--- config.mk ---
export PLATFORM = sky130hd
export DESIGN_NAME = dnn_infer_seq
export DESIGN_NICKNAME = d
export VERILOG_FILES = /design/src/rtl/dnn_infer_seq.sv
export SDC_FILE = /design/constraint.sdc
export NUM_CORES = 1
export LEC_CHECK = 0
export ABC_CLOCK_PERIOD_IN_PS = 8000
export CORE_UTILIZATION = 35
export CTS_CLUSTER_SIZE = 25
export DETAILED_ROUTE_END_ITERATION = 7
export PLACE_DENSITY = 0.67
export SLEW_MARGIN = 20
export SYNTH_ARGS = -nofsm -noshare
export SYNTH_HDL_FRONTEND = slang
export SYNTH_SLANG_ARGS = --single-unit
--- constraint.sdc ---
create_clock -name clk -period 8 [get_ports clk]
set_clock_uncertainty 0.05 [all_clocks]
set_input_delay 1.6 -clock clk [delete_from_list [all_inputs] [get_ports clk]]
set_output_delay 1.6 -clock clk [all_outputs]
set_load 0.01 [all_outputs]
--- src/rtl/dnn_infer_seq.sv ---
// -----------------------------------------------------------------------------
// dnn_infer_seq
//
// Inference sequencer for the fixed-point ReLU MNIST engine.
// 1. Takes one image as a valid/ready pixel stream and writes pixel k to
//    ADDR_BASE_A+k in the engine's activation memory.
// 2. Pulses the engine reset, then the engine start.
// 3. Waits for done and snapshots the ten class scores.
// 4. Runs a 10-cycle signed argmax scan.
// 5. Presents the winning class and its score on a valid/ready result port.
//
// Optional feature, controlled by the macro DNN_SEQ_TIMEOUT_EN:
//   defined   - a watchdog limits WAIT to TIMEOUT_CYC cycles. On expiry it
//               sets the sticky err flag and returns class 4'hF with score 0.
//   undefined - WAIT never times out, err is constant 0, and no counter is
//               built.
//
// Ports
//   clk        : clock; all logic is on the rising edge
//   rst        : asynchronous reset, active low
//   in_valid   : pixel valid          in_ready : pixel ready (IDLE/LOAD)
//   in_data    : pixel value
//   wr_en      : registered memory write strobe
//   wr_addr    : registered memory write address
//   wr_data    : registered memory write data
//   dnn_reset  : one-cycle engine reset pulse
//   dnn_start  : one-cycle engine start pulse
//   dnn_done   : engine done level, sampled only in WAIT
//   dnn_out    : ten packed signed class scores, class i at [i*DATA_WIDTH +: DATA_WIDTH]
//   res_valid  : result valid         res_ready : result ready
//   res_class  : argmax index (4'hF after a timeout)
//   res_score  : winning score
//   busy       : high in every state except IDLE
//   err        : sticky timeout flag
// -----------------------------------------------------------------------------
module dnn_infer_seq #(
    parameter int                    DATA_WIDTH  = 3,
    parameter int                    ADDR_WIDTH  = 16,
    parameter logic [ADDR_WIDTH-1:0] ADDR_BASE_A = '0,
    parameter int                    IMG_WORDS   = 400,
    parameter int                    TIMEOUT_CYC = 200000
) (
    input  logic                     clk,
    input  logic                     rst,
    input  logic                     in_valid,
    output logic                     in_ready,
    input  logic [DATA_WIDTH-1:0]    in_data,
    output logic                     wr_en,
    output logic [ADDR_WIDTH-1:0]    wr_addr,
    output logic [DATA_WIDTH-1:0]    wr_data,
    output logic                     dnn_reset,
    output logic                     dnn_start,
    input  logic                     dnn_done,
    input  logic [10*DATA_WIDTH-1:0] dnn_out,
    output logic                     res_valid,
    input  logic                     res_ready,
    output logic [3:0]               res_class,
    output logic [DATA_WIDTH-1:0]    res_score,
    output logic                     busy,
    output logic                     err
);

    typedef enum logic [2:0] {
        S_IDLE,
        S_LOAD,
        S_RSTP,
        S_START,
        S_WAIT,
        S_SCAN,
        S_RESULT
    } state_t;

    localparam logic [ADDR_WIDTH-1:0] C_LAST_PIX = ADDR_WIDTH'(IMG_WORDS - 1);

    state_t                         r_state;
    state_t                         w_state_next;
    logic [ADDR_WIDTH-1:0]          r_cnt;
    logic                           r_wr_en;
    logic [ADDR_WIDTH-1:0]          r_wr_addr;
    logic [DATA_WIDTH-1:0]          r_wr_data;
    logic signed [DATA_WIDTH-1:0]   r_snap [0:9];
    logic signed [DATA_WIDTH-1:0]   r_best;
    logic [3:0]                     r_best_idx;
    logic [3:0]                     r_scan_idx;
    logic                           r_err;
    logic signed [DATA_WIDTH-1:0]   w_cand;
    logic                           w_in_ready;
    logic                           w_accept;
    logic                           w_timeout;
    logic                           w_dnn_reset;
    logic                           w_dnn_start;
    logic                           w_res_valid;
    logic                           w_busy;

    // Watchdog on the WAIT state
`ifdef DNN_SEQ_TIMEOUT_EN
    localparam int TW = $clog2(TIMEOUT_CYC + 1);
    logic [TW-1:0] r_wait_cnt;

    // The counter holds at zero outside WAIT, so it restarts on every entry.
    always_ff @(posedge clk or negedge rst) begin
        if (!rst) begin
            r_wait_cnt <= '0;
        end else if (r_state != S_WAIT) begin
            r_wait_cnt <= '0;
        end else begin
            r_wait_cnt <= r_wait_cnt + 1'b1;
        end
    end

    // Done in the same cycle as expiry still counts as a normal completion.
    assign w_timeout = (r_state == S_WAIT) && !dnn_done &&
                       (r_wait_cnt == TW'(TIMEOUT_CYC - 1));
`else
    // No watchdog in this build: the expression folds to constant 0.
    assign w_timeout = (TIMEOUT_CYC < 0);
`endif

    // Reset is folded in so that in_ready reads 0 while rst is held low.
    assign w_accept = in_valid & w_in_ready;
    assign w_cand   = r_snap[r_scan_idx];

    // FSM state register
    always_ff @(posedge clk or negedge rst) begin
        if (!rst) begin
            r_state <= S_IDLE;
        end else begin
            r_state <= w_state_next;
        end
    end

    // FSM next-state and outputs
    always_comb begin
        w_state_next = r_state;
        w_in_ready   = 1'b0;
        w_dnn_reset  = 1'b0;
        w_dnn_start  = 1'b0;
        w_res_valid  = 1'b0;
        w_busy       = 1'b1;
        case (r_state)
            S_IDLE, S_LOAD: begin
                w_in_ready = rst;
                w_busy     = (r_state != S_IDLE);
                if (in_valid && rst) begin
                    w_state_next = (r_cnt == C_LAST_PIX) ? S_RSTP : S_LOAD;
                end
            end
            S_RSTP: begin
                w_dnn_reset  = 1'b1;
                w_state_next = S_START;
            end
            S_START: begin
                w_dnn_start  = 1'b1;
                w_state_next = S_WAIT;
            end
            S_WAIT: begin
                if (dnn_done) begin
                    w_state_next = S_SCAN;
                end else if (w_timeout) begin
                    w_state_next = S_RESULT;
                end
            end
            S_SCAN: begin
                if (r_scan_idx == 4'd9) begin
                    w_state_next = S_RESULT;
                end
            end
            S_RESULT: begin
                w_res_valid = 1'b1;
                if (res_ready) begin
                    w_state_next = S_IDLE;
                end
            end
            default: begin
                w_state_next = S_IDLE;
            end
        endcase
    end

    // Snapshot of the class outputs, captured on the cycle done is seen in WAIT
    genvar gi;
    generate
        for (gi = 0; gi < 10; gi++) begin : g_snap
            always_ff @(posedge clk or negedge rst) begin
                if (!rst) begin
                    r_snap[gi] <= '0;
                end else if (r_state == S_WAIT && dnn_done) begin
                    r_snap[gi] <= dnn_out[gi*DATA_WIDTH +: DATA_WIDTH];
                end
            end
        end
    endgenerate

    // Write path, pixel counter, argmax scan and error flag
    always_ff @(posedge clk or negedge rst) begin
        if (!rst) begin
            r_cnt      <= '0;
            r_wr_en    <= 1'b0;
            r_wr_addr  <= '0;
            r_wr_data  <= '0;
            r_best     <= '0;
            r_best_idx <= '0;
            r_scan_idx <= '0;
            r_err      <= 1'b0;
        end else begin
            r_wr_en <= w_accept;
            if (w_accept) begin
                r_wr_addr <= ADDR_BASE_A + r_cnt;
                r_wr_data <= in_data;
                r_cnt     <= (r_cnt == C_LAST_PIX) ? '0 : r_cnt + 1'b1;
                if (r_state == S_IDLE) begin
                    r_err <= 1'b0;
                end
            end
            case (r_state)
                S_WAIT: begin
                    if (dnn_done) begin
                        // Seed with class 0. Index 0 is then compared against
                        // itself on the first scan cycle and changes nothing.
                        r_best     <= dnn_out[DATA_WIDTH-1:0];
                        r_best_idx <= 4'd0;
                        r_scan_idx <= 4'd0;
                    end else if (w_timeout) begin
                        r_err      <= 1'b1;
                        r_best     <= '0;
                        r_best_idx <= 4'hF;
                    end
                end
                S_SCAN: begin
                    // Strictly greater: ties keep the lower index.
                    if (w_cand > r_best) begin
                        r_best     <= w_cand;
                        r_best_idx <= r_scan_idx;
                    end
                    r_scan_idx <= r_scan_idx + 1'b1;
                end
                default: begin
                end
            endcase
        end
    end

    assign in_ready  = w_in_ready;
    assign wr_en     = r_wr_en;
    assign wr_addr   = r_wr_addr;
    assign wr_data   = r_wr_data;
    assign dnn_reset = w_dnn_reset;
    assign dnn_start = w_dnn_start;
    assign res_valid = w_res_valid;
    assign res_class = r_best_idx;
    assign res_score = r_best;
    assign busy      = w_busy;
    assign err       = r_err;

endmodule

==> flow_metrics.tcl <==
set metrics [dict create \
    cp_max_fo 27 \
    grt_max_degree 59 \
    synth_area_leaders "dfrtp_1 53%, nand2_1 7.9%, mux2_2 5.7%, mux2_1 4.2%, mux2i_1 3.5%" \
    min_path_type "reg -> reg" \
    drv_slew 0 \
    p_int_mw 1.08 \
    r2r-start "r_scan_idx[0]$_DFFE_PN0P_" \
    ys.flop_type "dfrtp_1" \
    rsz0062_at_grt "no" \
    power_frac_comb_pct 37.6 \
    dp_hpwl_mm 5.52 \
    dp.cells 534 \
    vdd_drop_max_mv 0.141 \
    relSlewSlack_pct 41.4 \
    p_leak_nw 2.14 \
    cp_slowest_cell "clkdlybuf4s50_1" \
    hold_viol_final 0 \
    min_period_ns 4.29 \
    grt_pass1_vias 2810 \
    max_stage_delay_ns 0.53 \
    sw_frac_of_total_pct 34.1 \
    die_w_um 106 \
    synth-seq-cells 80 \
    vias_per_cell 4.87 \
    maxCapViolations 0 \
    p_sw_mw 0.560 \
    netlist_area_sq_um 3760 \
    dr.first_iter.drc_count 100 \
    seq_power_share_pct 41.2 \
    yosysUniqueCellTypes 52 \
    grt_usage_pct 14.7 \
    antenna_found_initial 0 \
    crit_arrival_ns 2.64 \
    antenna_cells 0 \
    htreeDepth 3 \
    drc 0 \
    clock_path_buffers 2 \
    finalSetupViolations 0 \
    cts.sinks 80 \
    synth_commonest_cells "80 x dfrtp_1, 79 x nand2_1, 21 x nor2_1, 19 x mux2_2, 14 x mux2_1" \
    synth_fp_nets 388 \
    fin_nets 453 \
    status "finished, final reports clean" \
    holdBufCountCts 0 \
    ant_nets 0 \
    clk-insertion-delay-late_ns 0.35 \
    powerDensity_nw_per_um2 344 \
    num_rows 37 \
    cp.buffers_inverters 2 \
    fp.dieH_um 106 \
    clockPowerShare_pct 21.2 \
    start_kind "input pin" \
    initial_core_util_pct 36.3 \
    syn_area_per_cell_sq_um 10.9 \
    synth_cells 344 \
    grt_remaining_overflow 0 \
    design.die.area_sq_um 11200 \
    ys_warn_count 0 \
    postCtsSetupBuffers 0 \
    worstPathRequired_ns 6.35 \
    worst-setup-path-type "in -> out" \
    critPathLaunch "rst" \
    p_total_mw 1.64 \
    core_sq_um 10400 \
    fin_setup_tns_ns 0 \
    gp_congestion 0.814 \
    synth_top_area_cell "dfrtp_1" \
    min_period_over_period_pct 53.6 \
    final-instance-count-excl-fill 549 \
    drive_gt1_share_pct 12.1 \
    num_vias 2672 \
    cts.repair.resized 0 \
    synth_edf_count 0 \
    postLayoutCoreUtil_pct 46.0 \
    endpoint_kind "output pin" \
    port_buffers 69 \
    synth_top_area_share_pct 53.2 \
    fmaxAchievable_ghz 0.233 \
    crit_chain "buf_4 -> and2_1 -> clkdlybuf4s50_1" \
    wirelength_mm 7.69 \
    cts_tree "yes" \
    path_clk_slew_ns 0.07 \
    cts-root-buf "clkbuf_8" \
    cts_inserted_buffers 9 \
    holdCritStartpoint "wr_addr[1]$_DFFE_PN0P_" \
    grt_pass1_wl_mm 13.1 \
    worstMarginPinSlew_ns 0.879 \
    crit_family "buffers and inverters" \
    ioPinCount 71 \
    seq_area_frac_synth_pct 53.2 \
    area.growth.synth_to_final_pct 26.9 \
    async_flop_share_pct 100 \
    dr.pass1.iters 5 \
    synth_most_common_cell "dfrtp_1" \
    wl_per_cell_um 14.0 \
]
## worst register-to-register path, cell delays in order, from the launching register on
cell and delay (ns):
dfrtp_1 0.92, mux4_2 0.63, o211ai_1 0.24, o21ai_0 0.13, ha_1 0.30, nor2b_1 0.14
o311ai_1 0.23, o21ai_1 0.16, a21oi_4 0.32, mux2_1 0.36
## power groups by stage
stage	clock network [mW]	logic, mW	registers [mW]
4_1_cts	0.357	0.626	0.677
3_3_place_gp	0	0.600	0.679
5_1_grt	0.375	0.681	0.701
3_5_place_dp	0	0.624	0.685
2_1_floorplan	0	0.469	0.629
6_report	0.348	0.617	0.676
## metal layers
metal / up-vias / share of wire (%) / global-route usage, %
li1: 1299 / - / -
met1: 1309 / 44 / 18.3
met2: 60 / 51 / 25.4
met3: 4 / 4.7 / 4.21
met4: 0 / 0.33 / 3.17
met5: - / 0 / 0
## layout by cell type (no fill, tap or decap), drive strengths merged, types with 6 or more instances in the layout
cell,n
dfrtp,80
nor2,22
o21ai,12
nand3,9
mux2,33
xor2,7
xnor2,8
ha,6
clkdlybuf4s50,68
nand2,79
clkbuf,10
inv,9
mux2i,13
## area by class of cell
type                    instances  area [sq um]
clock buffers                  10           128
clock inverters                 5           106
fillers                       962          5600
inverters                       9          33.8
multi-input cells             238          1630
flip-flops and latches         80          2000
well taps                     136           170
repair buffers                 71           703
## state kept, by name (all words and copies together) (netlist names)
register	count
r_scan_idx	4
res_class	4
r_state	3
r_cnt	16
wr_addr	16
wr_en	1
res_score	3
r_snap	30
wr_data	3
## worst paths after layout
check	to	slack [ns]	depth (start not counted)
hold reg to reg	wr_addr[1]$_DFFE_PN0P_	0.43	2
max in group asynchronous	r_cnt[5]$_DFFE_PN0P_	5.75	2
setup / recovery	in_ready	3.71	3
min in group asynchronous	r_snap[25]$_DFFE_PN0P_	1.10	1
hold / removal	wr_addr[1]$_DFFE_PN0P_	0.43	2
setup reg to reg	res_score[1]$_DFFE_PN0P_	4.41	9
## per-stage QoR
step	area [sq um]	worst slack [ns]	hold slack, ns
2_1_floorplan	3760	4.60	0.403
3_3_place_gp	4540	3.67	0.413
3_5_place_dp	4540	3.66	0.416
4_1_cts	4770	3.66	0.436
5_1_grt	4770	3.62	0.458
6_report	4770	3.71	0.430
## logic make-up (layout without fill, tap and decap cells)
kind of cell / after synthesis / count (layout) / synth area share, %
mux: 49 / 49 / 15.1
buf+inv: 26 / 95 / 3.46
other cells: 1 / 1 / 0.0997
simple gates: 141 / 141 / 18.1
compound gates: 26 / 26 / 4.56
flops: 80 / 80 / 53.2
xor+xnor: 15 / 15 / 3.49
fa+ha+maj: 6 / 6 / 2.00
No activity file was read; power rests on OpenSTA's default activity.
